### src/rtl/noc_pkg.sv
// rtl/noc_pkg.sv - shared NoC constants: flit types, port indices, arbiter state
//
// Contents:
//   NUM_PORTS        number of router ports (5)
//   PORT_N..PORT_L   port indices N=0, E=1, W=2, S=3, L=4
//   HEADER/PAYLOAD/TAIL  3-bit flit type codes
//   arb_state_t      output arbiter state (IDLE, LOCKED)
//   next_port()      (p+1) mod NUM_PORTS
package noc_pkg;

    localparam int NUM_PORTS = 5;

    localparam logic [2:0] PORT_N = 3'd0;
    localparam logic [2:0] PORT_E = 3'd1;
    localparam logic [2:0] PORT_W = 3'd2;
    localparam logic [2:0] PORT_S = 3'd3;
    localparam logic [2:0] PORT_L = 3'd4;

    localparam logic [2:0] HEADER  = 3'd1;
    localparam logic [2:0] PAYLOAD = 3'd2;
    localparam logic [2:0] TAIL    = 3'd3;

    typedef enum logic {
        IDLE   = 1'b0,
        LOCKED = 1'b1
    } arb_state_t;

    function automatic logic [2:0] next_port(input logic [2:0] p);
        return (p == PORT_L) ? PORT_N : p + 3'd1;
    endfunction

endpackage

### src/rtl/rr_pick.sv
// rtl/rr_pick.sv - combinational winner selection among eligible inputs
//
// Ports:
//   eligible [4:0]  inputs that may win this cycle
//   ptr      [2:0]  round-robin start position (ignored in fixed priority)
//   onehot   [4:0]  one-hot winner, zero when nothing eligible
//   idx      [2:0]  binary index of winner, 0 when nothing eligible
//   any             at least one input eligible
//
// Macro PORT_ARB_RR_EN: defined -> first eligible at or after ptr, wrapping
// 4->0; undefined -> fixed priority L > N > E > W > S.
module rr_pick
    import noc_pkg::*;
(
    input  logic [4:0] eligible,
    input  logic [2:0] ptr,
    output logic [4:0] onehot,
    output logic [2:0] idx,
    output logic       any
);

`ifdef PORT_ARB_RR_EN
    int cand;

    always_comb begin
        onehot = '0;
        idx    = '0;
        any    = 1'b0;
        cand   = 0;
        for (int k = 0; k < NUM_PORTS; k++) begin
            cand = int'(ptr) + k;
            if (cand >= NUM_PORTS) cand = cand - NUM_PORTS;
            if (!any && eligible[cand]) begin
                any         = 1'b1;
                idx         = 3'(cand);
                onehot      = 5'b00001 << cand;
            end
        end
    end
`else
    logic unused_ptr;
    assign unused_ptr = ^ptr;

    always_comb begin
        onehot = '0;
        idx    = '0;
        any    = 1'b1;
        if (eligible[PORT_L])      idx = PORT_L;
        else if (eligible[PORT_N]) idx = PORT_N;
        else if (eligible[PORT_E]) idx = PORT_E;
        else if (eligible[PORT_W]) idx = PORT_W;
        else if (eligible[PORT_S]) idx = PORT_S;
        else                       any = 1'b0;
        if (any) onehot = 5'b00001 << idx;
    end
`endif

endmodule

### src/rtl/port_arbiter.sv
// rtl/port_arbiter.sv - NoC output-port arbiter with per-packet lock
//
// Ports:
//   clk            rising-edge clock
//   rst            asynchronous active-low reset
//   req     [4:0]  per-input request for this output (N,E,W,S,L)
//   valid   [4:0]  per-input flit available
//   flit_id [14:0] per-input flit type, input i at [3i+2:3i]
//   ready          downstream accepts one flit this cycle
//   grant   [4:0]  registered one-hot grant, zero when idle
//   sel     [2:0]  binary index of granted input, 0 when idle
//   busy           a packet holds the output
//   xfer           combinational: one flit moves this cycle
//
// Macro PORT_ARB_RR_EN: defined -> round-robin with a pointer register that
// advances past the winner on each tail transfer; undefined -> fixed
// priority L > N > E > W > S and no pointer register.
module port_arbiter
    import noc_pkg::*;
(
    input  logic        clk,
    input  logic        rst,
    input  logic [4:0]  req,
    input  logic [4:0]  valid,
    input  logic [14:0] flit_id,
    input  logic        ready,
    output logic [4:0]  grant,
    output logic [2:0]  sel,
    output logic        busy,
    output logic        xfer
);

    arb_state_t state;
    logic [4:0] eligible;
    logic [4:0] pick_onehot;
    logic [2:0] pick_idx;
    logic       pick_any;
    logic [2:0] cur_type;
    logic       cur_valid;

`ifdef PORT_ARB_RR_EN
    logic [2:0] ptr;
`else
    localparam logic [2:0] ptr = PORT_N;
`endif

    // Only a header at the head of an input buffer may open a new packet.
    always_comb begin
        eligible = '0;
        for (int i = 0; i < NUM_PORTS; i++) begin
            eligible[i] = req[i] & valid[i] & (flit_id[3*i +: 3] == HEADER);
        end
    end

    rr_pick u_pick (
        .eligible (eligible),
        .ptr      (ptr),
        .onehot   (pick_onehot),
        .idx      (pick_idx),
        .any      (pick_any)
    );

    // Mux the held input through the one-hot grant; no out-of-range index
    // is possible and both terms are zero when idle.
    always_comb begin
        cur_type  = '0;
        cur_valid = 1'b0;
        for (int i = 0; i < NUM_PORTS; i++) begin
            if (grant[i]) begin
                cur_type  = cur_type | flit_id[3*i +: 3];
                cur_valid = cur_valid | valid[i];
            end
        end
    end

    // req is deliberately absent: the lock survives an upstream buffer
    // running dry mid-packet.
    assign xfer = rst & busy & cur_valid & ready;

    always_ff @(posedge clk or negedge rst) begin
        if (!rst) begin
            state <= IDLE;
            grant <= '0;
            sel   <= '0;
            busy  <= 1'b0;
`ifdef PORT_ARB_RR_EN
            ptr   <= PORT_N;
`endif
        end else begin
            case (state)
                IDLE: begin
                    if (pick_any) begin
                        grant <= pick_onehot;
                        sel   <= pick_idx;
                        busy  <= 1'b1;
                        state <= LOCKED;
                    end
                end
                LOCKED: begin
                    // A stray header mid-packet keeps the lock; only a tail
                    // releases it, leaving one idle bubble before re-arbitration.
                    if (xfer && (cur_type == TAIL)) begin
                        grant <= '0;
                        sel   <= '0;
                        busy  <= 1'b0;
                        state <= IDLE;
`ifdef PORT_ARB_RR_EN
                        ptr   <= next_port(sel);
`endif
                    end
                end
                default: state <= IDLE;
            endcase
        end
    end

endmodule

### config.mk
export PLATFORM = sky130hd
export DESIGN_NAME = port_arbiter
export DESIGN_NICKNAME = d
export VERILOG_FILES = /design/src/rtl/noc_pkg.sv /design/src/rtl/rr_pick.sv /design/src/rtl/port_arbiter.sv
export SDC_FILE = /design/constraint.sdc
export NUM_CORES = 1
export LEC_CHECK = 0
export ABC_AREA = 1
export CAP_MARGIN = 15
export CORE_MARGIN = 2
export CORE_UTILIZATION = 35
export DETAILED_ROUTE_END_ITERATION = 10
export PLACE_DENSITY = 0.78
export SYNTH_ARGS = -nofsm -noshare
export SYNTH_HDL_FRONTEND = slang
export SYNTH_SLANG_ARGS = --single-unit
### constraint.sdc
create_clock -name clk -period 1.23 [get_ports clk]
set_clock_uncertainty 0.2 [all_clocks]
set_input_delay 0.1845 -clock clk [delete_from_list [all_inputs] [get_ports clk]]
set_output_delay 0.1845 -clock clk [all_outputs]
set_load 0.05 [all_outputs]
# Word-level counts from Yosys, hierarchy flattened
# Cells that the tools add are included.
[word_totals]
wordCells = 69
out_inout_bits = 10
ff_bits = 10
[op_classes]
n_eq_ne = 8
n_shift = 1
n_bitwise = 22
n_reduce_logical = 2
muxes = 32
[op_table]
columns = ["cell", "n"]
rows = [
  ["3-bit 2-to-1 mux", 11],
  ["3-bit by 1-bit == test with 1-bit output (second input constant)", 5],
  ["1-bit 2-to-1 mux", 14],
  ["1-bit bitwise AND", 13],
  ["3-bit OR", 4],
  ["5-bit 2-to-1 mux", 2],
  ["5-bit case mux with 2 select lines", 1],
  ["3-bit case mux with 2 select lines", 1],
  ["1-bit by 3-bit << shifter with 5-bit output (first input constant)", 1],
  ["1-bit OR", 4],
  ["1-bit case mux with 2 select lines", 2],
  ["3-bit by 2-bit == test with 1-bit output (second input constant)", 1],
  ["2-bit 2-to-1 mux", 1],
  ["2-bit by 1-bit inequality test with 1-bit output (second input constant)", 1],
  ["2-bit inequality test (second input constant)", 1],
  ["2-bit AND reduction", 1],
  ["1-bit logical AND", 1],
  ["1-bit inverter", 1],
]

# Depth between registers and ports, before layout
# Gate-level depths: netlist (run 1).
[depth]
ltp_word = 14
mapped_depth = 10

# Modules after synthesis
# Synthesis (run 1) repeated with hierarchy kept, for this count alone.
[hier_totals]
hier_cells = 107
area_unflattened_um2 = 704.4
[by_module_without_submodules]
columns = ["mod", "seq_area_each_um2", "cells_per_inst", "area_per_inst_um2", "n_inst"]
rows = [
  ["port_arbiter", 250.2, 90, 624.3, 1],
  ["rr_pick", 0.0, 17, 80.1, 1],
]

# Worst setup path before layout (run 1)
# No wires, ideal clock.
[synth_timing]
kind = "reg2reg"
start = "reg sel[2] (netlist name)"
end = "reg grant[0]"
path_slack_ns = -0.620
setup_ns = 0.119
stages_incl_launch_ff = 8
t_arrival_ns = 1.531
required_ns = 0.911
period_less_slack_ns = 1.850
cell_sequence = "dfrtp_1 nand2_1 nand3_1 nor2_1 nor2_4 nand3_4 nand3_1 nand2_1"
[synth_lines]
columns = ["item", "line_no", "text"]
rows = [
  ["end signal, assigned", "port_arbiter.sv:93", "grant <= pick_onehot;"],
  ["end, declared", "port_arbiter.sv:27", "output logic [4:0] grant,"],
]

# Worst setup path after layout (run 1)
[layout_timing]
start = "reg grant[3]"
end = "reg sel[2]"
[layout_between]
elab_chain_cells = 8
[layout_rtl]
columns = ["item", "line_no", "text"]
rows = [
  ["1-bit 2-to-1 mux", "port_arbiter.sv:69", "if (grant[i]) begin"],
  ["1-bit OR", "port_arbiter.sv:71", "cur_valid = cur_valid | valid[i];"],
  ["1-bit 2-to-1 mux", "port_arbiter.sv:69", ""],
  ["1-bit bitwise AND (2 in a row)", "port_arbiter.sv:78", "assign xfer = rst & busy & cur_valid & ready;"],
  ["1-bit logical AND (*)", "port_arbiter.sv:102", "if (xfer && (cur_type == TAIL)) begin"],
  ["2-bit by 1-bit inequality test with 1-bit output (no source line) (*)", "--", ""],
  ["2-bit AND reduction (no source line) (*)", "--", ""],
  ["end signal, assigned", "port_arbiter.sv:94", "sel <= pick_idx;"],
  ["end, declared", "port_arbiter.sv:28", "output logic [2:0] sel,"],
]
# Mark *: on every way between the ends. The rest lies on a longest branch, timed or not.
# A chain may end at the register's enable or synchronous reset.

==> flow_metrics.env, run 1 <==
export IMPL_status="complete, but fails checks"
export IMPL_violations="setup timing"
export IMPL_fmax_ghz=0.597
export IMPL_routed_via_density=4.97
export IMPL_start_kind="register"
export IMPL_slowest_delay_ns=0.43
export IMPL_cp_slowest_cell="dfrtp_2"
export IMPL_clock_path_buffers=2
export IMPL_worstPathRequired_ns=1.18
export IMPL_pin_count=38
export IMPL_cp_data_arrival_time_ns=1.63
export IMPL_syn2layout_area_growth_pct=106
export IMPL_finalSetupViolCount=17
export IMPL_synth_nets=150
export IMPL_synth_flop_cell="dfrtp_1"
export IMPL_cpMostUsedCell="nand2_2"
export IMPL_relSlewSlack=0.802
export IMPL_cts_inserted_buffers=3
export IMPL_cp_max_fo=5
export IMPL_period_needed_ns=1.67
export IMPL_tightest_slew_ns=0.297
export IMPL_path_delay_family="simple AND/OR/NAND/NOR gates"
export IMPL_wire_per_inst_um=14.1
export IMPL_drt_iter0_markers=42
export IMPL_yosysMostFrequentCell="nand2_1"
export IMPL_crit_path_end_kind="register"
export IMPL_cts_hold_buf=0
export IMPL_track_usage=0.232
export IMPL_diodes=0
export IMPL_routed_wl_um=2960
export IMPL_port_buffers=37
export IMPL_path_clk_slew_ns=0.06
export IMPL_dieArea_sq_mm=0.00254
export IMPL_powerDensity_mw_per_mm2=2010
export IMPL_async_flop_share=1.00
export IMPL_crit_chain="buf_6 > nand2_2 > nand2_2 > nor2_4 > nand2_2 > nor2_4 > nand3_4 > nand3_2 > nand2_2"
export IMPL_ys_top_cells_by_area="dfrtp_1 (30%), nand2_1 (27%), nand3_1 (11%)"
export IMPL_ys_ff_latch=9
export IMPL_clock_latency_ns=0.26
export IMPL_fin_total_pwr_mw=3.12
export IMPL_synth_warnings=0
export IMPL_cts_root_buf="clkbuf_4"
export IMPL_final_nets=212
export IMPL_dr_pass1_iters=4
export IMPL_fin_util=0.777
export IMPL_hold_ws_ns=0.0979
export IMPL_yosys_area_top_type="dfrtp_1"
export IMPL_grt_first_pass_wirelength_um=4520
export IMPL_crit_type="reg2reg"
export IMPL_die_w_um=50.4
export IMPL_synth_top_area_frac=0.299
export IMPL_grt_max_degree=11
export IMPL_start_util=0.377
export IMPL_numClockSinks=9
export IMPL_drtAntennaViolNets=0
export IMPL_tritoncts="yes"
export IMPL_maxCapViolCount=0
export IMPL_synth_edff_count=0
export IMPL_gp_congestion=0.883
export IMPL_fin_crit_sh=1.36
export IMPL_hold_class="in2async"
export IMPL_synthTopCellsByCount="nand2_1 (54), nand3_1 (16), inv_1 (14), nor2_1 (14), dfrtp_1 (9)"
export IMPL_grt_ovfl_total=0
export IMPL_fin_ws_ns=-0.444
export IMPL_coreArea_sq_mm=0.00200
export IMPL_synthCells=122
export IMPL_irDropWorstVdd_uv=1410
export IMPL_stdcell_area_sq_mm=0.00156
export IMPL_postPlaceCellArea_sq_mm=0.00135
export IMPL_ys_seq_area_frac=0.299
export IMPL_critPathBufInv=1
export IMPL_num_rows=16
export IMPL_hold_violations=0
export IMPL_antenna_found_initial=0
export IMPL_h_tree_depth=1
export IMPL_die_h_um=50.4
export IMPL_place_ws_ns=-0.550
export IMPL_drc=0
export IMPL_hpwl_um=1980
export IMPL_netlist_area_sq_um=754
export IMPL_drive_above_1_share=0.383
export IMPL_postSynthAreaPerCell_sq_um=6.18
export IMPL_grt_setup_unrepaired="true"
export IMPL_vias=1043
export IMPL_grt_pass1_vias=1009
export IMPL_p_leak_nw=0.784
export IMPL_slew_violations=0
export IMPL_netlist_cell_type_count=16
[registers in the layout, summed over array words and instances, names as in the netlist]
register and flops:
busy 1, grant 4, sel 3, state 1
[routing by layer]
layer	track usage	wire [um]
met5	0	0
met4	0.104	28
met3	0.0238	199
met2	0.414	1520
met1	0.278	1210
[cell usage in the layout, fill, tap and decap left out, drive strengths merged]
master and count:
nand2 56, clkbuf 4, dfrtp 9, nor2 18, o21bai 1, nand3b 1
o31a 1, buf 30, inv 15, clkdlybuf4s50 26, nand3 20, a21oi 1
dlymetal6s2s 1
[cell families after synthesis]
family,Yosys count,synth area share
flip-flops,9,0.299
AND/OR/NAND/NOR,94,0.567
buffers and inverters,16,0.0846
AO/OA/AOI/OAI,3,0.0498
[worst reg2reg max path, stage by stage, from the launching register on]
cell	delay, ns
dfrtp_2	0.43
buf_6	0.13
nand2_2	0.07
nand2_2	0.06
nor2_4	0.11
nand2_2	0.07
nor2_4	0.18
nand3_4	0.14
nand3_2	0.12
nand2_2	0.05
[layout make-up]
class	count	area, sq um
Timing Repair Buffer	57	653
Inverter	15	56.3
Tap cell	27	33.8
Clock buffer	4	26.3
Sequential cell	9	233
Fill cell	130	447
Multi-Input combinational cell	98	553
[repair_timing]
action | 4_1_cts | 5_1_grt
gates cloned | 0 | 1
buffers inserted | 7 | 3
gates resized for setup | 10 | 20
pin swaps | 2 | 13
endpoints found under the setup margin | 17 | 19
[power breakdown]
part	total [mW]	switching, mW	internal [mW]
Clock	0.232	0.106	0.125
Combinational	2.32	1.19	1.14
Sequential	0.567	0.140	0.428
[worst paths after layout]
kind	start	to	slack [ns]	cells after the start
min reg2reg	sel[1]	sel[1]	0.37	2
max in group asynchronous	rst	grant[3]	0.59	2
min in group clk	valid[4]	sel[2]	0.28	6
max	grant[3]	sel[2]	-0.44	9
min	rst	sel[1]	0.1	2
max reg2reg	grant[3]	sel[2]	-0.44	9
[metrics by stage]
step                      TNS [ns]  instances
after detailed placement     -4.84        197
final                        -5.32        210
after global placement       -4.54        197
after floorplan              -4.23        122
after CTS                    -4.80        207
after global routing         -6.27        210
Power figures use the tool's default switching activity.
==> run 2: changes to the inputs <==
==> constraint.sdc (replaced) <==
create_clock -name clk -period 1.4 [get_ports clk]
set_clock_uncertainty 0.2 [all_clocks]
set_input_delay 0.28 -clock clk [delete_from_list [all_inputs] [get_ports clk]]
set_output_delay 0.28 -clock clk [all_outputs]
set_load 0.05 [all_outputs]
==> run 2 against run 1 <==
  * Sequential power is 11% lower
  * The run still ends with setup timing left
  * Highest routed layer unchanged
  * Global-route usage is 1.8 points higher
  * Largest cell class unchanged
  * First-iteration DRC count is 12% lower
  * Cell count increased by 3.8%
  * Utilization grew 3.9 points
  * Total power fell by 9.7%
  * Register-to-register slack gained 0.16 ns
  * Critical path type is now in2reg
  * Critical endpoint is now grant[1]
  * Clock power shrank 14%
  * Routed wire length rose by 13%
==> flow_metrics.env, run 2 (synthesis results as in run 1) <==
export IMPL_status="complete, but fails checks"
export IMPL_violations="setup timing"
export IMPL_die_w_um=50.4
export IMPL_grt_max_degree=10
export IMPL_place_ws_ns=-0.475
export IMPL_p_leak_nw=0.848
export IMPL_dr_pass1_iters=4
export IMPL_final_nets=220
export IMPL_gp_congestion=0.894
export IMPL_intPower_mw=1.53
export IMPL_multi_input_area_sq_um=579
export IMPL_cts_inserted_buffers=3
export IMPL_slowest_delay_ns=0.51
export IMPL_fin_util=0.816
export IMPL_grt_ovfl_total=0
export IMPL_instances_no_fill=218
export IMPL_worstPathRequired_ns=1.39
export IMPL_drive_above_1_share=0.408
export IMPL_numClockSinks=9
export IMPL_grt_setup_unrepaired="true"
export IMPL_start_util=0.377
export IMPL_wl_met3_um=186
export IMPL_num_rows=16
export IMPL_h_tree_depth=1
export IMPL_postPlaceCellArea_sq_mm=0.00134
export IMPL_diodes=0
export IMPL_swShare=0.457
export IMPL_routed_via_density=5.06
export IMPL_largest_reg_flops=4
export IMPL_irDropWorstVdd_uv=1330
export IMPL_drt_iter0_markers=37
export IMPL_tns_ns=-3.18
export IMPL_start_kind="primary input"
export IMPL_hold_violations=0
export IMPL_hpwl_um=1960
export IMPL_top_regs="grant: 4 flops, sel: 3 flops"
export IMPL_die_h_um=50.4
export IMPL_wire_per_inst_um=15.4
export IMPL_cpMostUsedCell="nand2_1"
export IMPL_cp_data_arrival_time_ns=1.69
export IMPL_final_cell_mix="nand2_1 (45), clkdlybuf4s50_1 (18), buf_4 (17)"
export IMPL_crit_type="in2reg"
export IMPL_routed_wl_met2_um=1620
export IMPL_p_switching_mw=1.29
export IMPL_fmax_ghz=0.588
export IMPL_pin_count=38
export IMPL_coreArea_sq_mm=0.00200
export IMPL_finalSetupViolCount=17
export IMPL_cts_root_buf="clkbuf_4"
export IMPL_critPathBufInv=4
export IMPL_hold_class="reg2reg"
export IMPL_cp_max_fo=3
export IMPL_fillers=118
export IMPL_dieArea_sq_mm=0.00254
export IMPL_powerDensity_mw_per_mm2=1730
export IMPL_m1WireLength_um=1460
export IMPL_tritoncts="yes"
export IMPL_clock_path_buffers=2
export IMPL_slew_violations=0
export IMPL_period_needed_ns=1.70
export IMPL_port_buffers=37
export IMPL_grt_pass1_vias=1069
export IMPL_drc=0
export IMPL_comb_power_share=0.750
export IMPL_clock_latency_ns=0.26
export IMPL_fin_ws_ns=-0.301
export IMPL_layout_commonest_cell="nand2_1"
export IMPL_top_layer="met4"
export IMPL_maxCapViolCount=0
export IMPL_grt_first_pass_wirelength_um=4860
export IMPL_crit_path_end_kind="register"
export IMPL_cp_slowest_cell="clkdlybuf4s50_1"
export IMPL_stdcell_area_sq_mm=0.00163
export IMPL_relSlewSlack=0.837
export IMPL_path_clk_slew_ns=0.06
export IMPL_seq_power_share=0.179
export IMPL_fin_crit_sh=1.21
export IMPL_largest_register="grant"
export IMPL_track_usage=0.250
export IMPL_syn2layout_area_growth_pct=117
export IMPL_regArea_sq_um=233
export IMPL_clock_power_share=0.071
export IMPL_antenna_found_initial=0
export IMPL_path_delay_family="buffers and inverters"
export IMPL_routed_wl_um=3350
export IMPL_post_place_cells=196
export IMPL_drtAntennaViolNets=0
export IMPL_vias=1104
export IMPL_crit_chain="clkdlybuf4s50_1 > inv_1 > nor2_1 > nand2_1 > buf_4 > nand2_1 > nand2_1 > inv_1 > nand3_1 > nand2_2"
export IMPL_tightest_slew_ns=0.244
## run 2: final timing paths
check / start / cells after the start / endpoint / slack, ns
worst max-delay path: flit_id[3] / 10 / grant[1] / -0.30
worst min-delay path: sel[0] / 2 / sel[0] / 0.40
worst max register to register: grant[3] / 8 / grant[0] / -0.28
worst min register to register: sel[0] / 2 / sel[0] / 0.40
max in group asynchronous: rst / 3 / busy / 0.37
min in group asynchronous: rst / 3 / grant[0] / 0.48
## run 2: final cells by class
cell class                      instances  area share
Clock buffer                            4      0.0161
Inverter                               15      0.0345
Multi-Input combinational cell         99       0.355
Sequential cell                         9       0.142
Tap cell                               27      0.0207
Timing Repair Buffer                   64       0.432
## run 2: tightest hold or removal path, cell delays in order (launching register included)
cell and delay (ns):
dfrtp_1 0.42, nand3_2 0.09, nand2_1 0.05
## run 2: repair_timing
item / CTS / global route
hold buffers: 1 / 0
buffers inserted: 8 / 8
endpoints found under the hold margin: 9 / 0
resized for setup: 20 / 21
cloned: 2 / 0
setup endpoints to repair: 17 / 17
pin swaps: 7 / 14
## run 2: power groups by stage
| stage | combinational [mW] | sequential, mW | clock, mW |
|---|---|---|---|
| floorplan | 0.478 | 0.825 | 0 |
| global placement | 1.63 | 0.504 | 0 |
| detailed placement | 1.64 | 0.506 | 0 |
| CTS | 1.92 | 0.485 | 0.204 |
| global route | 2.21 | 0.513 | 0.220 |
| finish | 2.12 | 0.504 | 0.200 |
## run 2: per-layer routing
| layer | vias to the layer above | track usage |
|---|---|---|
| met5 | - | 0 |
| met4 | 0 | 0.108 |
| met3 | 10 | 0.0238 |
| met2 | 61 | 0.434 |
| met1 | 514 | 0.314 |
| li1 | 519 | - |
## run 2: stage by stage
stage | hold slack (ns) | total power, mW
finish | 0.395 | 2.82
global route | 0.409 | 2.95
CTS | 0.379 | 2.61
detailed placement | 0.356 | 2.15
global placement | 0.357 | 2.13
floorplan | -0.216 | 1.30
